File: config.mk
export PLATFORM = sky130hd
export DESIGN_NAME = sync_deglitch_edge
export DESIGN_NICKNAME = d
export VERILOG_FILES = /design/src/rtl/sync_deglitch_edge.sv
export SDC_FILE = /design/constraint.sdc
export NUM_CORES = 1
export LEC_CHECK = 0
export ABC_AREA = 1
export CAP_MARGIN = 0
export CORE_AREA = 5 5 42 44
export CTS_CLUSTER_DIAMETER = 120
export DETAILED_ROUTE_END_ITERATION = 7
export DIE_AREA = 0 0 47 49
export GPL_TIMING_DRIVEN = 0
export HOLD_SLACK_MARGIN = 0.1
export PLACE_DENSITY_LB_ADDON = 0.1
export SETUP_SLACK_MARGIN = 0.1
export SKIP_LAST_GASP = 1
export SYNTH_ARGS = -nofsm -noshare
export SYNTH_HDL_FRONTEND = slang
export SYNTH_SLANG_ARGS = --single-unit
export TNS_END_PERCENT = 50
File: constraint.sdc
create_clock -name clk -period 1.5 [get_ports clk]
set_clock_uncertainty 0.05 [all_clocks]
set_input_delay 0.225 -clock clk [delete_from_list [all_inputs] [get_ports clk]]
set_output_delay 0.225 -clock clk [all_outputs]
set_load 0.005 [all_outputs]
File: src/rtl/sync_deglitch_edge.sv
// sync_deglitch_edge
//   Glitch filter and edge detector for an already-synchronized level. The
//   output q only changes after d has held a new value for FILT_CYCLES
//   consecutive clk edges. rise and fall are one-cycle pulses that follow
//   each q transition. There is no combinational path from d to an output.
//
//   Optional feature, macro SYNC_DEGLITCH_CNT_EN:
//     defined   -> cnt is a saturating count of accepted rising edges, and
//                  clr resets it to zero.
//     undefined -> cnt is tied to zero and clr is ignored.
//
// Parameters
//   FILT_CYCLES  number of consecutive samples needed to change q (1..255)
//   RST_VAL      value of q, and the stable state, during and after reset
//   CNT_W        width of cnt (1..32)
//
// Ports
//   clk   in   destination-domain clock, rising edge
//   rst   in   synchronous reset, active high; also overrides clr
//   d     in   synchronized level
//   clr   in   synchronous clear of cnt
//   q     out  filtered level (registered)
//   rise  out  one-cycle pulse in the cycle after q goes 0->1
//   fall  out  one-cycle pulse in the cycle after q goes 1->0
//   cnt   out  saturating count of accepted rising edges
module sync_deglitch_edge #(
  parameter int unsigned FILT_CYCLES = 4,
  parameter bit          RST_VAL     = 1'b0,
  parameter int unsigned CNT_W       = 8
) (
  input  logic             clk,
  input  logic             rst,
  input  logic             d,
  input  logic             clr,
  output logic             q,
  output logic             rise,
  output logic             fall,
  output logic [CNT_W-1:0] cnt
);

  localparam int unsigned FW = $clog2(FILT_CYCLES + 1);

  typedef enum logic [1:0] {
    STABLE_LO = 2'd0,
    PEND_HI   = 2'd1,
    STABLE_HI = 2'd2,
    PEND_LO   = 2'd3
  } state_t;

  localparam state_t        RST_STATE = RST_VAL ? STABLE_HI : STABLE_LO;
  localparam logic [FW-1:0] FILT_LAST = FW'(FILT_CYCLES);
  localparam bit            FILT_ONE  = (FILT_CYCLES == 1);

  state_t        state, state_n;
  logic [FW-1:0] fcnt, fcnt_n, fcnt_inc;
  logic          go_hi, go_lo;

  // The pending count holds the number of new-value samples seen so far.
  // When the next sample would bring it to FILT_CYCLES, q flips on that
  // same edge.
  always_comb begin
    state_n  = state;
    fcnt_n   = fcnt;
    go_hi    = 1'b0;
    go_lo    = 1'b0;
    fcnt_inc = fcnt + 1'b1;
    case (state)
      STABLE_LO: begin
        if (d) begin
          if (FILT_ONE) begin
            state_n = STABLE_HI;
            go_hi   = 1'b1;
          end else begin
            state_n = PEND_HI;
            fcnt_n  = FW'(1);
          end
        end
      end
      PEND_HI: begin
        if (!d) begin
          // Glitch rejected: q is left alone.
          state_n = STABLE_LO;
          fcnt_n  = '0;
        end else if (fcnt_inc == FILT_LAST) begin
          state_n = STABLE_HI;
          fcnt_n  = '0;
          go_hi   = 1'b1;
        end else begin
          fcnt_n  = fcnt_inc;
        end
      end
      STABLE_HI: begin
        if (!d) begin
          if (FILT_ONE) begin
            state_n = STABLE_LO;
            go_lo   = 1'b1;
          end else begin
            state_n = PEND_LO;
            fcnt_n  = FW'(1);
          end
        end
      end
      PEND_LO: begin
        if (d) begin
          state_n = STABLE_HI;
          fcnt_n  = '0;
        end else if (fcnt_inc == FILT_LAST) begin
          state_n = STABLE_LO;
          fcnt_n  = '0;
          go_lo   = 1'b1;
        end else begin
          fcnt_n  = fcnt_inc;
        end
      end
      default: begin
        state_n = RST_STATE;
        fcnt_n  = '0;
      end
    endcase
  end

  // q, rise and fall all register on the same edge. As a result, the pulse
  // is visible during the cycle that follows the edge on which q changes.
  always_ff @(posedge clk) begin
    if (rst) begin
      state <= RST_STATE;
      fcnt  <= '0;
      q     <= RST_VAL;
      rise  <= 1'b0;
      fall  <= 1'b0;
    end else begin
      state <= state_n;
      fcnt  <= fcnt_n;
      rise  <= go_hi;
      fall  <= go_lo;
      if (go_hi)      q <= 1'b1;
      else if (go_lo) q <= 1'b0;
    end
  end

`ifdef SYNC_DEGLITCH_CNT_EN
  // Saturating count of accepted rises. When clr and an increment happen
  // on the same edge, clr takes priority.
  always_ff @(posedge clk) begin
    if (rst)                                cnt <= '0;
    else if (clr)                           cnt <= '0;
    else if (go_hi && cnt != {CNT_W{1'b1}}) cnt <= cnt + 1'b1;
  end
`else
  assign cnt = '0;
  logic unused_clr;
  assign unused_clr = clr;
`endif

endmodule
==> impl_metrics.env, run 1 <==
export IMPL_grt_max_degree=9
export IMPL_final_setup_viol_count=0
export IMPL_syn_inst=56
export IMPL_diodes=0
export IMPL_yosysWarnings=0
export IMPL_antenna_found_initial=0
export IMPL_htree_levels=1
export IMPL_startpoint="q"
export IMPL_status="finished, final reports clean"
export IMPL_crit_path_start_kind="register"
export IMPL_cp_required_ns=1.22
export IMPL_wirelength_um=696
export IMPL_cp_max_fo=2
export IMPL_cts_inserted_buffers=3
export IMPL_critPathTopFamily="buffers and inverters"
export IMPL_synth_enable_flop_cells=0
export IMPL_fin_crit_ns=1.35
export IMPL_drc=0
export IMPL_crit_arrival_ns=1.07
export IMPL_hold_viol=0
export IMPL_core_area_um2=1400
export IMPL_crit_path_end="q"
export IMPL_fin_crit_sh_pct=89.9
export IMPL_ctsResizeCount=0
export IMPL_synth_top_area_cell="dfxtp_1"
export IMPL_synth_common_cells="buf_4 (8), dfxtp_1 (8), inv_1 (5)"
export IMPL_synth_distinct_cells=20
export IMPL_cts_setup_buffers=0
export IMPL_cp_slowest_cell="clkdlybuf4s50_1"
export IMPL_end_kind="output port"
export IMPL_fin_util_pct=41.1
export IMPL_gp_congestion=0.658
export IMPL_dp_hpwl_um=597
export IMPL_cts_root_buf="clkbuf_4"
export IMPL_synth_area_top_cells="dfxtp_1 (34%), buf_4 (13%), ha_1 (11%), nand2_4 (4.8%), nand3_1 (4.3%)"
export IMPL_cts_hold_buf=0
export IMPL_max_freq_mhz=741
export IMPL_die_h_um=49
export IMPL_power_leakage_nw=0.273
export IMPL_initial_core_util_pct=33.3
export IMPL_path_clk_slew_ns=0.05
export IMPL_cts_buffer_depth=2
export IMPL_maxCapViolations=0
export IMPL_overflow=0
export IMPL_nets=80
export IMPL_grt_pass1_wl_um=1290
export IMPL_ys_flop_type="dfxtp_1"
export IMPL_crit_reg2reg_launch="fcnt[0]"
export IMPL_fill_cells=166
export IMPL_crit_type="register to output port"
export IMPL_holdCritPathClass="input pin to register"
export IMPL_dieWidth_um=47
export IMPL_drt_iter0_drc=1
export IMPL_port_buffers=4
export IMPL_slowest_delay_ns=0.50
export IMPL_rrSetupSlack_ns=0.28
export IMPL_rsz0062_at_grt="false"
export IMPL_rows=14
export IMPL_viasPerCell=3.90
export IMPL_grt_total_usage_pct=7.62
export IMPL_routedWlPerCell_um=8.09
export IMPL_synth_seq_cells=8
export IMPL_async_flop_share_pct=0
export IMPL_grt_pass1_vias=308
export IMPL_vias=335
export IMPL_synth_seq_area_share_pct=34.3
export IMPL_whs_ns=0.273
export IMPL_cp_num_buf_inv=1
export IMPL_crit_chain="clkdlybuf4s50_1"
export IMPL_first_pass_iters=2
export IMPL_dieArea_um2=2300
export IMPL_synth_area_per_cell_um2=8.33
export IMPL_ir_worst_vdd_mv=0.451
export IMPL_area_growth_syn_to_layout_pct=23.3
export IMPL_syn_area_um2=467
export IMPL_netlist_area_leader_share_pct=34.3
export IMPL_crit_cells=1
export IMPL_cellPowerDensity_nw_per_um2=837
export IMPL_pin_count=15
export IMPL_antenna_left=0
export IMPL_clk_latency_ns=0.25
export IMPL_r2r_worst_path_cells=8
export IMPL_cts_tree="built"
export IMPL_finalSetupTns_ns=0
export IMPL_clock_sinks=8
export IMPL_drive_above_1_share_pct=31.4
export IMPL_slew_violations=0
how the worst min path moves through the flow:
stage	startpoint	endpoint	slack, ns	depth (start not counted)
after global placement	fcnt[1]	fcnt[1]	0.41	2
final	rst	register	0.27	2
after global routing	rst	rise	0.31	2
after floorplan	d	rise	0.34	2
after CTS	rst	register	0.27	2
after detailed placement	fcnt[1]	fcnt[1]	0.41	2
area by class of cell:
class	count	area, µm²	share of cell area, %
plain buffers	10	75.1	13.0
clock buffers	3	22.5	3.91
inverters	8	31.3	5.43
multi-input cells	37	226	39.3
flip-flops and latches	8	160	27.8
well taps	16	20.0	3.48
repair buffers	4	40.0	6.96
power by group:
group	internal (mW)	switching, mW	leakage (nW)
Combinational	0.0423	0.0498	0.194
Sequential	0.223	0.00707	0.0652
Clock	0.0912	0.0684	0.0138
per-stage QoR:
step	cells	worst slack, ns	cell area (µm²)	total power [mW]
final	86	0.151	576	0.482
after global routing	86	0.105	576	0.517
after CTS	86	0.131	576	0.492
after detailed placement	83	0.0829	553	0.327
after global placement	83	0.0899	553	0.327
after floorplan	63	0.339	493	0.313
per-layer routing:
metal | up-vias | track usage, % | wire length (µm)
met5 | - | 0 | 0
met4 | 0 | 0 | 0
met3 | 0 | 5.54 | 54
met2 | 6 | 12.4 | 352
met1 | 142 | 8.41 | 290
li1 | 187 | - | -
placed cells by master, fill, tap and decap left out, drive strengths merged, types with 2 or more instances in the layout:
cell and count:
a21oi 3, buf 9, clkbuf 4, clkdlybuf4s50 4, conb 8, dfxtp 8
ha 4, inv 7, nand2 9, nand3 4, nand4 2, nor2 4
o21ai 2
cells by family after synthesis:
logic type,share of synthesized area (%)
simple gates,26.0
buf+inv,22.8
flops,34.3
compound gates,5.36
fa+ha+maj,10.7
other cells,0.804
(Power assumes the default switching activity.)
==> inputs of run 2 (changes only) <==
--- a/config.mk
+++ b/config.mk
@@ -16,7 +16,8 @@
 export PLACE_DENSITY_LB_ADDON = 0.1
 export SETUP_SLACK_MARGIN = 0.1
 export SKIP_LAST_GASP = 1
+export SLEW_MARGIN = 20
 export SYNTH_ARGS = -nofsm -noshare
 export SYNTH_HDL_FRONTEND = slang
 export SYNTH_SLANG_ARGS = --single-unit
-export TNS_END_PERCENT = 50
+export TNS_END_PERCENT = 30
==> results of run 2 <==
No change in the layout: final DEF, timing and power equal those of run 1.
==> variant, RTL diff (config.mk and constraints of run 1) <==
The parameter `RST_VAL` goes from 1'b0 to 1'b1.
--- a/src/rtl/sync_deglitch_edge.sv
+++ b/src/rtl/sync_deglitch_edge.sv
@@ -26,5 +26,5 @@
 module sync_deglitch_edge #(
   parameter int unsigned FILT_CYCLES = 4,
-  parameter bit          RST_VAL     = 1'b0,
+  parameter bit          RST_VAL     = 1'b1,
   parameter int unsigned CNT_W       = 8
 ) (
Check against the original RTL: not equivalent (Yosys sat finds a counterexample within 4 cycles, from zero or initial values and one cycle with rst high).
==> variant against run 1 <==
- sequential cell count stayed put
- critical path depth stayed put
- power is 5.3% lower
- die area stayed put
- combinational power is 25% lower
- design area is 2.4% higher
- count of clock-buffer cells in the layout stayed put
- setup slack better by 11 ps
- area after synthesis is 0.80% higher
- routed wire length is 8.9% higher
- non-clock buffer count stayed put
- sequential share of layout area is 0.65 points lower
- critical path type unchanged
- largest cell class unchanged
- highest routed layer is now met4
==> variant: results (changes against run 1) <==
status:
  outcome: "finished clean"
placed_design:
  dpl-instance-area_um2: 566.8  # +2.5%
  port-buffer-count: 5  # +1
  dp_worst_setup_slack_ps: 125.5  # +42.62 ps
  dpl.cell_count: 90  # +8.4%
  dp_hpwl_um: 634  # +6.3%
  place.gp.congestion: 0.7469  # +14%
critical_path:
  arrival_ps: 1060
  cpPeakStageDelay_ps: 490
  crit_family: "buffers and inverters"
  cpMaxStageDelayCell: "clkdlybuf4s50_1"
  r2r_slack_ps: 290
  worst-path-max-fanout: 2  # unchanged
clock_network:
  post-cts-setup-buffers: 0  # unchanged
  cts_buffers: 3  # unchanged
  root_buffer: "clkbuf_4"
  cts-htree-levels: 1  # unchanged
  path_clk_slew_ps: 50  # about the same
  clk_path_buf_depth: 2  # unchanged
  cts_resized: 0  # unchanged
  clock_latency_ps: 250  # about the same
drt:
  vias_per_cell: 3.968  # +1.9%
  drt_iter0_drc: 7  # +6
  firstDrtPassIters: 3  # +1
  routed_wl_um: 758  # +8.9%
synth:
  synth_fa_ha_area_frac: 0.1064  # -0.0008556
  ys_seq_area_frac: 0.3404  # -0.002738
  synth_xor_area_frac: 0  # unchanged
  synth_compound_area_frac: 0.07447  # +0.02085
  synth_area_per_cell_um2: 7.588  # -9.0%
  synth_area_leaders: "dfxtp_1 34%, buf_4 13%, ha_1 11%"
  synth_warnings: 0  # unchanged
  synthTopCellsByCount: "10 x inv_1, 10 x nand2_1, 8 x buf_4, 8 x dfxtp_1, 4 x ha_1"
  ys_types: 16  # -20%
  synthMuxAreaShare: 0  # unchanged
  synthArstFlopShare: 0  # unchanged
global_routing:
  grt_pass1_wl_um: 1311  # +1.6%
  antenna_found_initial: 0  # unchanged
  grt_start_max_net_pins: 9  # unchanged
  grt_util_all_layers: 0.07958  # +0.003360
  grt_pass1_vias: 326  # +5.8%
pwr:
  vdd_drop_max_v: 0.0003566  # -21%
  p_total_w: 0.0004565  # -5.3%
  leakagePower_nw: 0.3196  # +17%
cells_and_area:
  final_cells: 93  # +8.1%
  drive_gt1_frac: 0.2468  # -0.06753
  nNetsFinal: 87  # +8.8%
  antenna_cells: 0  # unchanged
sta:
  whs_ps: 409.0  # +135.9 ps
  slew_viol_final: 0  # unchanged
  period_share: 0.8924  # -0.007107
worst_hold_path:
  worstHoldPathType: "reg -> reg"
variant: per-layer routing:
metal	up-vias	track usage	share of wire	wire length, um
met3	2	0.05535	0.10	77
li1	203	-	-	-
met4	0	0.02765	0.0066	5
met1	155	0.09231	0.42	316
met5	-	0	0	0
met2	9	0.1131	0.47	359
variant: power breakdown:
| group | internal [W] | leakage (nW) | switching, W | total [W] |
|---|---|---|---|---|
| combinational | 0.0000317 | 0.241 | 0.0000373 | 0.0000690 |
| sequential | 0.000220 | 0.0652 | 0.00000545 | 0.000226 |
| clock | 0.0000914 | 0.0138 | 0.0000705 | 0.000162 |
variant: worst paths after layout:
check | startpoint | endpoint | cells after the start
max reg2reg | fcnt[0] | flip-flop | 6
max | q | q | 1
min reg2reg | q | q | 2
min | q | q | 2
variant: layout make-up:
type,count,area [um2]
inverter,13,48.80
multi-input combinational,39,222.7
timing repair buffer,5,50.05
tap,16,20.02
clock buffer,3,22.52
sequential,8,160.2
buffer,9,65.06
fill,157,812.0
